$ cat src/rtl/qam_symbol_gen_check.sv
// Symbol source + loopback checker: data_out registered, each symbol held HOLD_CYCLES clocks; compares demod_in at
// mid-symbol after LAT_CYCLES, result registered one clock later; no backpressure, enable=0 freezes the sequence.
module qam_symbol_gen_check #(
    parameter int SYM_BITS    = 2,
    parameter int HOLD_CYCLES = 8000,
    parameter int LAT_CYCLES  = 16,
    parameter int CNT_W       = 16,
    parameter int LOCK_N      = 4
) (
    input  logic                clk,
    input  logic                rst,
    input  logic                enable,
    input  logic [1:0]          mode,
    input  logic [SYM_BITS-1:0] const_sym,
    input  logic [SYM_BITS-1:0] demod_in,
    output logic [SYM_BITS-1:0] data_out,
    output logic                sym_strobe,
    output logic [CNT_W-1:0]    sym_count,
    output logic [CNT_W-1:0]    err_count,
    output logic                locked
);
    localparam int HC_W = (HOLD_CYCLES > 1) ? $clog2(HOLD_CYCLES) : 1;
    localparam int GR_W = $clog2(LOCK_N + 1);
    localparam logic [HC_W-1:0] HOLD_LAST = HC_W'(HOLD_CYCLES - 1);
    localparam logic [HC_W-1:0] HOLD_MID  = HC_W'(HOLD_CYCLES / 2);
    localparam logic [GR_W-1:0] GOOD_MAX  = GR_W'(LOCK_N);
    localparam logic [GR_W-1:0] GOOD_PRE  = GR_W'(LOCK_N - 1);

    logic [HC_W-1:0]     hold_cnt;
    logic [6:0]          lfsr;
    logic [6:0]          lfsr_nxt;
    logic                prbs_bit;
    logic [SYM_BITS-1:0] prbs_sym;
    logic [SYM_BITS-1:0] next_sym;
    logic [GR_W-1:0]     good_run;
    logic                boundary;
    logic                mid;
    logic [SYM_BITS:0]   dly [LAT_CYCLES];
    logic [SYM_BITS-1:0] exp_sym;
    logic                exp_mid;

    assign boundary = enable && (hold_cnt == HOLD_LAST);
    assign mid      = enable && (hold_cnt == HOLD_MID);
    assign exp_sym  = dly[LAT_CYCLES-1][SYM_BITS:1];
    assign exp_mid  = dly[LAT_CYCLES-1][0];

    // PRBS7 stepped SYM_BITS times; the earliest generated bit lands in the MSB
    always_comb begin
        lfsr_nxt = lfsr;
        prbs_bit = 1'b0;
        prbs_sym = '0;
        for (int i = 0; i < SYM_BITS; i++) begin
            prbs_bit = lfsr_nxt[6] ^ lfsr_nxt[5];
            lfsr_nxt = {lfsr_nxt[5:0], prbs_bit};
            prbs_sym[SYM_BITS-1-i] = prbs_bit;
        end
    end

    always_comb begin
        next_sym = data_out;
        case (mode)
            2'd0:    next_sym = data_out + SYM_BITS'(1);
            2'd1:    next_sym = prbs_sym;
            2'd2:    next_sym = const_sym;
            default: next_sym = (data_out != const_sym) ? const_sym : ~const_sym;
        endcase
    end

    always_ff @(posedge clk) begin
        if (rst) begin
            hold_cnt   <= '0;
            data_out   <= '0;
            sym_strobe <= 1'b0;
            lfsr       <= 7'h7F;
            sym_count  <= '0;
        end else if (boundary) begin
            hold_cnt   <= '0;
            data_out   <= next_sym;
            sym_strobe <= 1'b1;
            if (mode == 2'd1) begin
                lfsr <= lfsr_nxt;
            end
            if (sym_count != '1) begin
                sym_count <= sym_count + CNT_W'(1);
            end
        end else begin
            sym_strobe <= 1'b0;
            if (enable) begin
                hold_cnt <= hold_cnt + HC_W'(1);
            end
        end
    end

    // Delay line keeps shifting while disabled so stale mid flags drain out
    always_ff @(posedge clk) begin
        if (rst) begin
            for (int i = 0; i < LAT_CYCLES; i++) begin
                dly[i] <= '0;
            end
        end else begin
            dly[0] <= {data_out, mid};
            for (int i = 1; i < LAT_CYCLES; i++) begin
                dly[i] <= dly[i-1];
            end
        end
    end

    always_ff @(posedge clk) begin
        if (rst) begin
            err_count <= '0;
            good_run  <= '0;
            locked    <= 1'b0;
        end else if (exp_mid) begin
            if (demod_in != exp_sym) begin
                if (err_count != '1) begin
                    err_count <= err_count + CNT_W'(1);
                end
                good_run <= '0;
                locked   <= 1'b0;
            end else begin
                if (good_run != GOOD_MAX) begin
                    good_run <= good_run + GR_W'(1);
                end
                if (good_run >= GOOD_PRE) begin
                    locked <= 1'b1;
                end
            end
        end
    end
endmodule

$ cat config.mk
export PLATFORM = sky130hd
export DESIGN_NAME = qam_symbol_gen_check
export DESIGN_NICKNAME = d
export VERILOG_FILES = /design/src/rtl/qam_symbol_gen_check.sv
export SDC_FILE = /design/constraint.sdc
export NUM_CORES = 1
export LEC_CHECK = 0
export CAP_MARGIN = 15
export CORE_ASPECT_RATIO = 0.6
export CORE_MARGIN = 2
export CORE_UTILIZATION = 40
export CTS_BUF_LIST = sky130_fd_sc_hd__clkbuf_4 sky130_fd_sc_hd__clkbuf_8
export DETAILED_ROUTE_END_ITERATION = 6
export PLACE_DENSITY_LB_ADDON = 0.15
export RECOVER_POWER = 100
export SYNTH_ARGS = -nofsm -noshare
export SYNTH_HDL_FRONTEND = slang
export SYNTH_SLANG_ARGS = --single-unit
$ cat constraint.sdc
create_clock -name clk -period 2.9 [get_ports clk]
set_clock_uncertainty 0.2 [all_clocks]
set_input_delay 0.58 -clock clk [delete_from_list [all_inputs] [get_ports clk]]
set_output_delay 0.58 -clock clk [all_outputs]
set_load 0.02 [all_outputs]
==> results_dict.tcl <==
set metrics [dict create \
    grt_max_degree 40 \
    crit_family "simple AND/OR/NAND/NOR gates" \
    cp-endpoint "sym_count[6]" \
    clkTransAtPathRegs_ps 90 \
    avgSynthCellArea_um2 9.44 \
    path_buf_inv 2 \
    crit_arrival_ps 2490 \
    rrSetupSlack_ps 590 \
    setup_tns_ps 0 \
    route.met2.wl_mm 3.14 \
    synth_area_leaders "dfxtp_1 (51%), xnor2_1 (7.9%), nor2b_1 (7.1%), nor2_1 (5.4%), nand4_1 (2.2%)" \
    fin_util 0.493 \
    initial_utilization 0.419 \
    leakage_nw 1.90 \
    antennaDiodeCount 0 \
    grt_usage 0.145 \
    min_path_cells 1 \
    clock-root-buffer "clkbuf_8" \
    post-route-period-util 0.861 \
    grt_overflow 0 \
    initialDrtViolationCount 127 \
    relSlewSlack -0.0252 \
    drt_pass1_iterations 4 \
    vias 3098 \
    cts_sinks 107 \
    final_layout_size_suffix_gt1_frac 0.0545 \
    wl_per_cell_um 12.3 \
    pin_count 45 \
    gp_congestion 0.801 \
    synth_cells 446 \
    required_ps 2890 \
    finalMaxSlewViolations 34 \
    die_h_um 83.5 \
    path_class "in -> reg" \
    rsz0062_at_grt "false" \
    min_path_type "reg -> reg" \
    yosysTopAreaCellShare 0.509 \
    postRouteAntennaNets 0 \
    synth-edff-count 0 \
    nets 507 \
    min_period_ps 2500 \
    num_rows 28 \
    cp_max_fo 10 \
    post_cts.repair.setup_buffers 0 \
    outcome "finished, violations left" \
    async_reset_ff_frac 0 \
    r2r_start "hold_cnt[0]" \
    dieArea_um2 11400 \
    p_per_area_nw_per_um2 480 \
    first_global_vias 2774 \
    ctsHoldBuffers 0 \
    cts_tree "yes" \
    antenna_found_initial 0 \
    timing.fmax_mhz 400 \
    setup_viol 0 \
    h-tree-depth 3 \
    finalHoldViolCount 0 \
    start_kind "input port" \
    wl_met3_um 332 \
    cts.repair.resized 0 \
    ys_seq_area_frac 0.509 \
    area_growth_pct 17.8 \
    synthesis.nets 462 \
    violations "max-capacitance violations, max-slew violations" \
    totalWireLength_mm 7.73 \
    clk_latency_ps 360 \
    cp_num_cells 7 \
    dpl.hpwl_mm 5.24 \
    yosys_warnings 0 \
    timing.rr.end "sym_count[6]" \
    worst-r2r-cell-count 7 \
    slowest_stage "dlygate4sd3_1" \
    port_buffers 44 \
    viasPerCell 4.92 \
    cts_buffer_depth 2 \
    yosys.area.top_type "dfxtp_1" \
    core_area_um2 10100 \
    numCtsBuffers 9 \
    worst_slew_pin_slew_ps 1540 \
    fp.dieW_um 136 \
    top_layer "met4" \
    drc 0 \
    met1Wirelength_mm 4.19 \
    slowest_delay_ps 570 \
    cp-end-kind "flop" \
    total_power_mw 2.38 \
    grt_pass1_wl_mm 13.4 \
    synth_flop_cell "dfxtp_1" \
    syn_area_um2 4210 \
    crit_start "enable" \
    worstPathCellList "dlygate4sd3_1 > and4_1 > nand4_1 > buf_4 > nor3_1 > xnor2_1 > nor2_1" \
    yosysUniqueCellTypes 44 \
    yosys_register_bits 107 \
    ir_worst_vdd_mv 0.263 \
    maxCapViolCount 1 \
]
==> cells in the final DEF (no fill, tap or decap), types with 7 or more instances in the layout <==
master         Yosys  layout
a21oi_1            8       8
nor2_1            61      61
dlygate4sd3_1      0      38
nor4_1            11      11
dfxtp_1          107     107
inv_1             14      14
nor3_1            16      16
nor2b_1           48      48
ha_1               7       7
o21ai_0            7       7
xor2_1             8       8
xnor2_1           38      38
nand4_1           15      16
a211o_1            7       7
nand3_1           14      14
clkbuf_8           0      12
nand2_1           21      21
==> cell type report <==
cell class,instances,area (µm²)
Clock buffer,13,173
Clock inverter,2,10.0
Fill cell,956,5100
Inverter,14,52.6
Multi-Input combinational cell,305,1920
Sequential cell,107,2140
Tap cell,135,169
Timing Repair Buffer,54,495
==> power breakdown <==
group | internal [mW] | switching (mW)
Sequential | 1.47 | 0.00414
Clock | 0.386 | 0.462
Combinational | 0.0213 | 0.0375
Total | 1.88 | 0.504
==> kinds of logic after synthesis <==
family                   count (synthesis)  synth area share
AND/OR/NAND/NOR                        216             0.279
flip-flops                             107             0.509
XOR/XNOR                                46            0.0957
buffers and inverters                   34            0.0345
AO/OA/AOI/OAI                           33            0.0535
adder cells (fa/ha/maj)                  7            0.0208
multiplexers                             3           0.00713
==> synth_stat cells, types with 2 or more instances <==
| master | n |
|---|---|
| nor2b_1 | 48 |
| buf_4 | 2 |
| nand2_1 | 21 |
| xnor2_1 | 38 |
| nor4_1 | 11 |
| clkbuf_1 | 14 |
| and3_1 | 5 |
| a211o_1 | 7 |
| and4_1 | 5 |
| nand4_1 | 15 |
| or3_1 | 4 |
| o21ai_0 | 7 |
| o31ai_1 | 3 |
| xor2_1 | 8 |
| inv_1 | 14 |
| mux2i_1 | 3 |
| nor3_1 | 16 |
| ha_1 | 7 |
| nor2_1 | 61 |
| dfxtp_1 | 107 |
| a211oi_1 | 2 |
| a21oi_1 | 8 |
| nand3_1 | 14 |
| nor4b_1 | 3 |
| nor3b_1 | 3 |
| and2_1 | 2 |
==> worst min path at each step <==
stage | start | end | slack [ps]
2_1_floorplan | dly[0][7] | dly[0][10] | 210
3_3_place_gp | dly[0][18] | dly[0][21] | 220
3_5_place_dp | dly[1][20] | dly[1][23] | 220
4_1_cts | dly[1][8] | dly[1][11] | 240
5_1_grt | dly[1][8] | dly[1][11] | 260
6_report | dly[1][8] | dly[1][11] | 230
==> routing by layer <==
layer,global-route usage,vias up
li1,-,1593
met5,0,-
met3,0.0437,10
met4,0.0369,0
met2,0.209,52
met1,0.211,1443
==> worst register-to-register path, cell delays in order (launching register included) <==
cell     delay (ps)
dfxtp_1         430
ha_1            260
and2_1          240
nand4_1         300
buf_4           280
nor3_1          230
xnor2_1         140
nor2_1           50
==> sequential cells by signal, summed over array words and instances (netlist names) <==
register / count
data_out: 2
dly: 48
err_count: 16
good_run: 3
hold_cnt: 13
lfsr: 7
locked: 1
sym_count: 16
sym_strobe: 1
==> through the flow <==
stage	setup slack (ps)	cell area, µm²	hold slack [ps]	std cells
detailed placement	190	4800	223	615
floorplan	635	4210	214	446
finish	403	4960	233	630
global route	267	4960	256	630
global placement	276	4800	215	615
CTS	535	4980	238	630
Power figures use the tool's default switching activity.
==> RTL change 1 (config.mk and constraints unchanged) <==
`HOLD_CYCLES`: 8000 -> 16000.
--- a/src/rtl/qam_symbol_gen_check.sv
+++ b/src/rtl/qam_symbol_gen_check.sv
@@ -3,5 +3,5 @@
 module qam_symbol_gen_check #(
     parameter int SYM_BITS    = 2,
-    parameter int HOLD_CYCLES = 8000,
+    parameter int HOLD_CYCLES = 16000,
     parameter int LAT_CYCLES  = 16,
     parameter int CNT_W       = 16,
Function: no difference found for any inputs over 10 cycles, from zero or initial values and one cycle with rst high; that may be too few to reach the edited logic, so the function may still have changed.
==> RTL change 1 against the unedited design <==
The flow still finishes with violations (capacitance limit, slew limit); worst hold slack gained 0.0080 ns; total power grew 7.6%; synthesized cell count is 6.1% higher; worst setup slack got worse by 0.091 ns; wire length grew 18%; global-route usage is 1.5 points higher; final area is 4.6% higher; critical path depth down 1; area after synthesis up 4.6%; non-clock buffer count rose by 3; die area rose by 4.5%; sequential cell count increased by 1; critical path type unchanged.
==> RTL change 1: results (changes against the unedited design) <==
- Status: finished with violations
- Failing checks: capacitance limit, slew limit
- CP max stage cell: or4_1
- First-pass GRT wire length: 15,600 um (+16%)
- R2r setup slk: 0.41 ns (-0.18 ns)
- M3 GR Usage: 5.30% (+0.93 points)
- Worst Path Arrival: 2.66 ns (+0.17 ns)
- Power density cells: 494 mW/mm^2 (+2.8%)
- Leak Pwr: 1.95 nW (+2.4%)
- DRT Wirelength: 9100 um (+18%)
- Total of max-cap violations: 1 (unchanged)
- Period minus WS final: 2.59 ns (+0.0905 ns)
- DP Area: 0.00501 mm^2 (+4.5%)
- Logic pwr share: 2.7% (+0.2 points)
- Distinct cells, synth: 53 (+20%)
- Final Max Slew Viols: 87 (+160%)
- Avg Synthesized Cell Area: 9.31 um^2 (-1.3%)
- Footprint of the multi-input gates: 0.00206 mm^2 (+7.7%)
- Switching power: 0.000539 W (+6.9%)
- Post-DP HPWL: 6040 um (+15%)
- Worst hold slack: 0.241 ns (+0.00796 ns)
- Placed cell count: 639 (+3.9%)
- Synth cell count leaders: 108 x dfxtp_1, 50 x nor2b_1, 28 x a21oi_1
- Met2 usage: 23.0% (+2.2 points)
- Final Wtd Congestion: 0.787 (-1.7%)
- Sequential share of the synthesized area: 49.1% (-1.8 points)
- Met3 WL post-DR: 610 um (+84%)
- DR vias/cell: 5.36 (+9.0%)
- Layout cell share with drive strength beyond 1: 6.02% (+0.56 points)
RTL change 1: path summary, 6_finish.rpt:
check                                      to        start
worst min-delay path               dly[0][10]    dly[0][7]
worst max register to register   hold_cnt[12]  hold_cnt[0]
worst max-delay path            sym_count[14]       enable
worst min register to register     dly[0][10]    dly[0][7]
RTL change 1: layout make-up:
| cell class | count | area share (%) |
|---|---|---|
| Clock inverter | 4 | 1.42 |
| Clock buffer | 11 | 2.80 |
| Timing Repair Buffer | 57 | 10.0 |
| Sequential cell | 108 | 41.7 |
| Multi-Input combinational cell | 322 | 39.8 |
| Inverter | 13 | 0.941 |
| Tap cell | 139 | 3.35 |
RTL change 1: kinds of logic (layout without fill, tap and decap cells):
group	Yosys count	in the layout	share of synthesized area, %
multiplexers	5	5	1.22
adder cells (fa/ha/maj)	7	7	1.99
flip-flops	108	108	49.1
XOR/XNOR	19	19	3.78
buffers and inverters	43	85	3.92
AND/OR/NAND/NOR	204	204	27.6
AO/OA/AOI/OAI	87	87	12.4
==> RTL change 2 (same settings) <==
Without the edit above. Reset style: asynchronous (`rst`), changed in 3 clocked blocks.
--- a/src/rtl/qam_symbol_gen_check.sv
+++ b/src/rtl/qam_symbol_gen_check.sv
@@ -67,5 +67,5 @@
     end
 
-    always_ff @(posedge clk) begin
+    always_ff @(posedge clk or posedge rst) begin
         if (rst) begin
             hold_cnt   <= '0;
@@ -93,5 +93,5 @@
 
     // Delay line keeps shifting while disabled so stale mid flags drain out
-    always_ff @(posedge clk) begin
+    always_ff @(posedge clk or posedge rst) begin
         if (rst) begin
             for (int i = 0; i < LAT_CYCLES; i++) begin
@@ -106,5 +106,5 @@
     end
 
-    always_ff @(posedge clk) begin
+    always_ff @(posedge clk or posedge rst) begin
         if (rst) begin
             err_count <= '0;
Formal check against the unedited RTL: same outputs for any inputs over 10 cycles, from zero or initial values and one cycle with rst high; that may be too few to reach the edited logic, so the function may still have changed.
==> RTL change 2 against the unedited design <==
Wire length grew 3.7%; area after synthesis grew 1.8%; core utilization is 0.31 points lower; fmax decreased by 4.4%; sequential cell count stayed put; worst setup slack got worse by 0.12 ns; synthesized cell count fell by 24%; final area is 3.6% higher; first-iteration DRC count up 24%; via count down 8.8%.
Power is not compared: it rests on default switching activity, and its combinational part moved more than twofold at a synthesized area within 25%.
==> RTL change 2: results (changes against the unedited design) <==
- Status: complete, no violations
- Fin nets: 418 (-18%)
- Top area cells in the synthesized netlist: dfrtp_1 58%, xor2_1 5.3%, dfstp_2 4.3%
- Hold path start: dly[5]
- Post-Syn Nets: 357 (-23%)
- Worst Path Max Fanout: 24 (+14)
- Pin count of the biggest net entering global routing: 89 (+120%)
- Final Wtd Congestion: 0.833 (+3.9%)
- Initial DRC count: 157 (+24%)
- Hold EP: dly[2]
- R2R cell count: 5 (-2)
- Fillers: 970 (+1.5%)
- Hold path cells: 0 (-1)
- Distinct cells, synth: 48 (+9.1%)
- Ys async rst share: 100% (+100 points)
- Leak Pwr: around 2.5 nW
- DR vias/cell: 5.17 (+5.2%)
- Routed via count: 2,824 (-8.8%)
- Reg2reg end: data_out[1]
- Avg Synthesized Cell Area: 12.6 um^2 (+33%)
- Slew of the pin with the lowest slew margin: 1.17 ns (-0.372 ns)
- Setup slack at placement: -0.0157 ns (-0.206 ns)
- Most common flop cell mapped by yosys: dfrtp_1
- Placed cell count: 530 (-14%)
- Reg2reg start: hold_cnt[6]
- DRT Wirelength: 8020 um (+3.7%)
- Worst Path Arrival: 2.65 ns (+0.16 ns)
- Gr usage total: 15.4% (+0.89 points)
- Sequential share of the synthesized area: 62.7% (+12 points)
- R2r setup slk: 0.45 ns (-0.14 ns)
- First-pass GRT wire length: 13,700 um (+2.6%)
[RTL change 2: cell count changes in the layout (fill, tap and decap cells not counted), sizes merged, moves of 5 or more]
cell,delta
dfxtp,-107
dfrtp,+100
nor2,-47
nor2b,-47
xnor2,-26
xor2,+18
mux2,+13
nand3,+10
dfstp,+7
a211o,-6
nand2,-5
[RTL change 2: area by class of cell]
class / count / area share (%)
clock buffers: 11 / 2.83
clock inverters: 5 / 1.63
inverters: 16 / 1.19
multi-input cells: 213 / 28.7
flip-flops and latches: 107 / 52.3
well taps: 139 / 3.39
repair buffers: 55 / 9.99
[RTL change 2: layer usage]
layer  track usage (%)  vias to the layer above  share of wire [%]
li1                  -                     1336                  -
met1              22.5                     1406                 51
met2              21.7                       73                 41
met3              5.07                        9                6.3
met4              5.15                        0                1.2
met5                 0                        -                  0
[RTL change 2: kinds of logic after synthesis]
logic type	Yosys count	synth area share, %
and+or+nand+nor	120	16.4
DFF	107	62.7
xor gates and xnor gates	38	7.77
AOI/OAI and AO/OA	33	5.02
buffers and inverters	21	2.13
muxes	15	3.89
adders and majority gates	7	2.04
[RTL change 2: per-stage QoR]
step / area [um^2] / TNS [ns] / hold WS (ns)
after global placement: 4980 / 0 / 0.133
after global routing: 5140 / 0 / 0.162
after floorplan: 4290 / 0 / 0.131
after detailed placement: 4980 / -0.0157 / 0.136
after CTS: 5210 / 0 / 0.157
final: 5140 / 0 / 0.149
[RTL change 2: power by group]
group	internal, W	switching [W]	leakage (nW)	total, W
registers	0.00153	0.0000542	1.43	0.00159
logic	0.0000621	0.0000922	0.967	0.000154
clock network	0.000522	0.000489	0.110	0.00101
[RTL change 2: how the worst max path moves through the flow]
stage	slack (ns)	to
floorplan	0.54	data_out[1]
global placement	0.09	data_out[1]
detailed placement	-0.02	data_out[1]
CTS	0.38	data_out[1]
global route	0.21	data_out[1]
finish	0.29	data_out[1]
[RTL change 2: worst max-delay path, stage by stage]
cell	delay [ns]
dlygate4sd3_1	0.58
nand3_2	0.09
or4_1	0.59
buf_12	0.19
a2111oi_0	0.51
nor3_1	0.11
